$ cat src/rtl/rr_arb_mux.sv
// N-channel registered round-robin arbiter/mux with valid/ready on every channel.
// Optional RR_ARB_MUX_LOCK_EN adds in_lock so a channel can hold priority across a burst.
module rr_arb_mux #(
  parameter int unsigned WIDTH = 32,
  parameter int unsigned SELW  = 2
) (
  input  logic                         clk,
  input  logic                         reset,
  input  logic [(2**SELW)-1:0]         in_valid,
  input  logic [(2**SELW)*WIDTH-1:0]   in_data,
`ifdef RR_ARB_MUX_LOCK_EN
  input  logic [(2**SELW)-1:0]         in_lock,
`endif
  output logic [(2**SELW)-1:0]         in_ready,
  output logic                         out_valid,
  output logic [WIDTH-1:0]             out_data,
  output logic [SELW-1:0]              out_sel,
  input  logic                         out_ready
);

  localparam int unsigned N = 2**SELW;

  logic [WIDTH-1:0] chan_data [N];
  logic [SELW-1:0]  ptr_q, ptr_d;
  logic [SELW-1:0]  grant, cand;
  logic             gvalid, can_accept, in_xfer;
  logic             valid_q;
  logic [WIDTH-1:0] data_q;
  logic [SELW-1:0]  sel_q;

  for (genvar i = 0; i < N; i++) begin : g_unpack
    assign chan_data[i] = in_data[i*WIDTH +: WIDTH];
  end

  // Scan from the farthest offset down so the nearest valid channel to ptr wins.
  always_comb begin
    grant  = '0;
    gvalid = 1'b0;
    cand   = '0;
    for (int k = N - 1; k >= 0; k--) begin
      cand = ptr_q + SELW'(k);
      if (in_valid[cand]) begin
        grant  = cand;
        gvalid = 1'b1;
      end
    end
  end

  assign can_accept = ~valid_q | out_ready;

  always_comb begin
    in_ready = '0;
    if (gvalid && can_accept && !reset) begin
      in_ready[grant] = 1'b1;
    end
  end

  assign in_xfer = |in_ready;

`ifdef RR_ARB_MUX_LOCK_EN
  assign ptr_d = in_lock[grant] ? grant : grant + 1'b1;
`else
  assign ptr_d = grant + 1'b1;
`endif

  always_ff @(posedge clk) begin
    if (reset) begin
      valid_q <= 1'b0;
      data_q  <= '0;
      sel_q   <= '0;
      ptr_q   <= '0;
    end else if (in_xfer) begin
      valid_q <= 1'b1;
      data_q  <= chan_data[grant];
      sel_q   <= grant;
      ptr_q   <= ptr_d;
    end else if (valid_q && out_ready) begin
      valid_q <= 1'b0;
    end
  end

  assign out_valid = valid_q;
  assign out_data  = data_q;
  assign out_sel   = sel_q;

endmodule

$ cat config.mk
export PLATFORM = sky130hd
export DESIGN_NAME = rr_arb_mux
export DESIGN_NICKNAME = d
export VERILOG_FILES = /design/src/rtl/rr_arb_mux.sv
export SDC_FILE = /design/constraint.sdc
export NUM_CORES = 1
export LEC_CHECK = 0
export CELL_PAD_IN_SITES_DETAIL_PLACEMENT = 1
export CELL_PAD_IN_SITES_GLOBAL_PLACEMENT = 1
export CORE_ASPECT_RATIO = 1.25
export CORE_MARGIN = 8
export CORE_UTILIZATION = 24
export CTS_CLUSTER_SIZE = 8
export DETAILED_ROUTE_END_ITERATION = 10
export PLACE_DENSITY_LB_ADDON = 0.15
export SETUP_SLACK_MARGIN = 0.02
export SLEW_MARGIN = 20
export SYNTH_ARGS = -nofsm -noshare
export SYNTH_HDL_FRONTEND = slang
export SYNTH_SLANG_ARGS = --single-unit
$ cat constraint.sdc
create_clock -name clk -period 4.1 [get_ports clk]
set_clock_uncertainty 0.1 [all_clocks]
set_input_delay 0.82 -clock clk [delete_from_list [all_inputs] [get_ports clk]]
set_output_delay 0.82 -clock clk [all_outputs]
set_load 0.02 [all_outputs]
Yosys cells after proc, flatten, opt, wreduce, memory -nomap -nowiden --
Cells that the tools add are included.
Storage, ports and cells: register bits after elaboration 37, latch bits 0, memory bits (writable) 0, bits in read-only memories 0, output and inout bits 39, logic and storage cells 49, memories kept 0
Operators by class: add/subtract/negate cells 4, $mul 0, div/mod/pow operators 0, order comparisons 7, eq/ne operators 0, shift operators 0, multiplexer cells 24, bitwise logic cells 3, reductions and logical operators 7
Operator list (count):
- $bmux 32 s2 | 1
- $mux 32 | 2
- $lt 2x3->1 const B | 5
- $mux 1 | 11
- $bmux 1 s2 | 4
- $mux 2 | 4
- $add 2x1->2 const B | 2
- $add 2x2->2 const B | 2
- $logic_and 1x1->1 | 4
- $mux 4 | 1
- $reduce_or 4->1 | 1
- $ge 3x3->1 const B | 1
- $not 2->3 | 1
- $demux 1 s2 | 1
- $ge 2x1->1 const B | 1
- $reduce_bool 2->1 | 1
- $logic_not 1->1 | 1
- $not 1->1 | 1
- $or 1x1->1 | 1

Longest topological paths before layout --
Gate-level depths: netlist of the first run.
depth after elaboration 14, gate-level depth with buffers 8

Least setup slack after synthesis of the first run --
OpenSTA, ideal clock, no wires.
path type input port to output port, start point in in_valid[2], end point out in_ready[1], arrival time 2023 ps, data required time 3180 ps, path slack 1157 ps, cell stages on the path 6, buffers on the path 1, cell sequence nor2b_1 -> o21a_1 -> nor3_2 -> nand2_1 -> buf_2 -> nor2_1
On the way: longest elaborated chain between the ends 11, elaborated cells on any way between the ends 24
Ends and longest elaborated chain:
- start: declaration | RTL line 9 | input logic [(2**SELW)-1:0] in_valid,
- $bmux 1 s2 | RTL line 42 | if (in_valid[cand]) begin
- $mux 1 (implied by the code) | RTL line 42
- $mux 2 (4 in a row) | RTL line 42
- $lt 2x3->1 (implied by the code) or $ge 2x1->1 (tied branches) | RTL line 54 | in_ready[grant] = 1'b1;
- $logic_and 1x1->1 (implied by the code) | RTL line 54
- $mux 1 (implied by the code) | RTL line 54
- $demux 1 s2 | RTL line 54
- $mux 4 * | RTL line 53 | if (gvalid && can_accept && !reset) begin
- end: declaration | RTL line 14 | output logic [(2**SELW)-1:0] in_ready,
Mark *: on every way between the ends. The rest lies on a longest branch, timed or not. The select of a mux whose other input is x is not followed.

Worst setup path in the final report of the first run --
start point in in_valid[3], end point out in_ready[2]
Same word-level chain as after synthesis.

==> implementation parameters, run 1 <==
Parameter                              Value

Run status
  Result of the run ... finished clean

Global route
  Via count of the first global-routing pass ... 2,650
  Number of antenna violations at the first check in global routing ... 0
  Pin count of the biggest net entering global routing ... 46
  Total grt overflow ... 0
  GRT Resource Usage Total ... between 10 and 15%
  Global-route wire length before repair ... 13,880 um

Routing
  Total DRC errors in the routed layout ... 0
  Detailed Route WL ... about 9000 um
  Drt wl/cell ... 18.48 um
  Number of routed nets with antenna violations ... 0
  Number of iterations in the first detailed-routing pass ... 2
  Iteration-0 DRC Markers ... 62
  Vias ... approximately 2,400
  Detailed-route vias per instance ... a little under 5

Clocking
  Clock Latency Late Sink ... roughly 0.29 ns
  Clock tree from TritonCTS ... yes
  Sink Count ... 37
  Reg clk slew, reported paths ... 0.07 ns
  Post-CTS Setup Bufs ... 0
  Post-cts resize count ... 0
  # H-tree levels ... 2
  Clk root buf ... clkbuf_8
  CTS Buf Count ... 5
  Post-cts hold buffer count ... 0
  Maximum root-to-sink buffer count ... 2

Timing
  Finish-stage setup viols ... 0
  Total Negative Setup Slacks ... 0 ns
  Achievable Freq ... 261.5 MHz
  Worst relative slew slack ... 50.24%
  Crit path time final ... 3.825 ns
  Slew at the pin closest to its max-slew limit ... 0.7464 ns
  Setup repair after global routing missed its margin ... no
  Final-report hold violation count ... 0
  Final period utilization ... slightly above 90%
  Number of pins with negative max-slew slack in the final report ... 0

Critical path
  Critical path data required time ... around 3.2 ns
  Crit end category ... output port
  Endpoint of the worst register-to-register path ... out_data[5]
  Kind of critical path ... input port to output port
  Worst setup path endpoint ... in_ready[2]
  Maximum fanout encountered on the critical timing path ... 7
  Path depth of the worst reg2reg path ... 6
  Most prevalent standard cell on the critical path ... clkdlybuf4s50_1
  Cell Chain, Critical Path ... clkdlybuf4s50_1 > nor4_1 > a21oi_2 > nor2b_1 > nand2b_1 > nor2_1 > clkdlybuf4s50_1
  Internal reg-to-reg setup slack ... 1.94 ns
  Arrival time of the worst setup path ... 2.90 ns
  Kind of launch point of the worst setup path ... input port
  Highest cell delay on the worst timing path ... 0.62 ns
  Timing startpoint of the critical path ... in_valid[3]
  Slowest cell on crit path ... clkdlybuf4s50_1
  Startpoint of the lowest-slack register-to-register path ... ptr_q[0]

Die
  Row cnt ... 38
  Floorplan die height ... 120.2 um
  I/O pin cnt ... 174
  Full die area ... 11,940 sq um
  Die Width ... just under 100 um
  Core footprint ... 8558 sq um
  Initial core utilization ... 24.36%

Logic synthesis
  Yosys Warn Count ... 0
  Mean cell area of the mapped netlist ... 9.606 sq um
  Mapped Area ... about 2100 sq um
  Syn Nets ... 352
  Number of distinct standard cells referenced by the synthesized netlist ... 20
  Sequential area share after synthesis ... 35.53%
  Synthesized instance count ... roughly 220
  Yosys reg bits ... 37

Run
  MaxCap Viol Count ... 0

Place
  Count of buffers from port buffering ... 173
  Cell area after placement ... 3872 sq um
  Post-placement cell count ... roughly 480
  Gp weighted congestion ... between 0.7 and 0.8
  Post-detail-place hpwl ... 7179 um

Pwr
  IR drop worst, VDD ... 130.3 uV
  Tot Pwr ... 1.385 mW
  Power density cells ... 347.2 nW/um^2
  Reported leakage power ... 1.538 nW

Finish
  Ant. Diodes ... 0
  Storage element area ... between 700 and 800 sq um
  Area of all placed cells without fillers ... 3989 sq um
  Multi-input gate area ... 1230 sq um
  Non-filler cells, final ... 485
  Filler cell count in the final layout ... 969
  Area growth from synthesis to final layout ... 91.36%
  Fraction of layout cells with a size suffix above 1 ... 4.156%
  Layout Nets ... 519

Min path
  Worst hold stages ... 2
  Worst hold path type ... flop to flop
## cells in the mapped netlist
| library cell | n | area share, % |
|---|---|---|
| nand2_1 | 36 | 6.5 |
| inv_1 | 2 | 0.36 |
| and2b_1 | 1 | 0.36 |
| nor2_1 | 9 | 1.6 |
| a211oi_1 | 2 | 0.72 |
| o32a_1 | 1 | 0.48 |
| buf_4 | 3 | 1.1 |
| nor4_1 | 1 | 0.30 |
| mux2i_1 | 65 | 31 |
| buf_2 | 13 | 3.1 |
| nor3_2 | 1 | 0.48 |
| o221ai_1 | 32 | 13 |
| xnor2_1 | 1 | 0.42 |
| a21oi_2 | 1 | 0.42 |
| dfxtp_1 | 37 | 36 |
| buf_6 | 2 | 1.1 |
| a21oi_1 | 3 | 0.72 |
| o21a_1 | 1 | 0.36 |
| nand2b_1 | 3 | 0.90 |
| nor2b_1 | 3 | 0.90 |
## area by class of cell
cell class | count | area share, %
inverters | 2 | 0.1882
clock inverters | 1 | 0.7528
clock buffers | 7 | 2.164
multi-input cells | 160 | 30.83
well taps | 100 | 3.137
repair buffers | 178 | 44.35
flip-flops and latches | 37 | 18.57
## kinds of logic after synthesis
| family | share of synthesized area (%) |
|---|---|
| AOI/OAI and AO/OA | 16.15 |
| xor gates and xnor gates | 0.4202 |
| buffers and inverters | 5.642 |
| DFF | 35.53 |
| muxes | 31.21 |
| and+or+nand+nor | 11.04 |
## through the flow
| stage | setup WS [ns] | hold WS [ns] | util [%] |
|---|---|---|---|
| 3_5_place_dp | 0.2693 | 0.3420 | 45.25 |
| 4_1_cts | 0.2556 | 0.3552 | 46.61 |
| 3_3_place_gp | 0.3005 | 0.3336 | 45.25 |
| 5_1_grt | 0.1167 | 0.3875 | 46.61 |
| 6_report | 0.2754 | 0.3500 | 46.61 |
| 2_1_floorplan | 1.157 | 0.3809 | - |
## worst min-delay path by stage
stage	startpoint	endpoint	slack [ns]
final	out_sel[0]	out_sel[0]	0.35
after global routing	out_sel[0]	out_sel[0]	0.39
after CTS	out_sel[0]	out_sel[0]	0.36
after detailed placement	out_sel[0]	out_sel[0]	0.34
after global placement	out_sel[0]	out_sel[0]	0.33
after floorplan	ptr_q[0]	ptr_q[0]	0.38
## where the power goes
part | total [mW] | internal, mW | leakage, nW | switching [mW]
registers | 0.452 | 0.420 | 0.307 | 0.0321
logic | 0.599 | 0.328 | 1.17 | 0.270
clock network | 0.334 | 0.199 | 0.0585 | 0.136
## worst max-delay path, delay by kind of cell
| kind | cells | cell delay, ns |
|---|---|---|
| compound gates | 1 | 0.29 |
| buf+inv | 2 | 1.15 |
| simple gates | 4 | 0.63 |
## state kept, by name, summed over array words and instances (netlist names)
name / count
ptr_q: 2
out_data: 32
out_valid: 1
out_sel: 2
## cell usage in the layout, fill, tap and decap left out, types with 3 or more instances in the layout
cell type / count
dfxtp_1: 37
a21oi_1: 3
clkbuf_8: 6
nand2_1: 36
clkdlybuf4s50_1: 173
nor2_1: 8
buf_4: 5
nor2b_1: 3
nand2b_1: 3
o221ai_1: 32
mux2i_1: 65
## metal layers
metal  vias up  share of wire [%]  GRT usage, %
met3         9                8.3         5.348
met5         -                  0             0
met4         0                1.8         4.744
met2        92                 52         27.35
met1      1106                 37         14.53
li1       1146                  -             -
No activity file was read; power rests on OpenSTA's default activity.
==> run 2, diff against run 1 <==
--- a/config.mk
+++ b/config.mk
@@ -12,6 +12,7 @@
 export CORE_UTILIZATION = 24
 export CTS_CLUSTER_SIZE = 8
 export DETAILED_ROUTE_END_ITERATION = 10
+export GPL_ROUTABILITY_DRIVEN = 0
 export PLACE_DENSITY_LB_ADDON = 0.15
 export SETUP_SLACK_MARGIN = 0.02
 export SLEW_MARGIN = 20
==> results of run 2 <==
Final layout, timing and power as in run 1 (identical DEF).
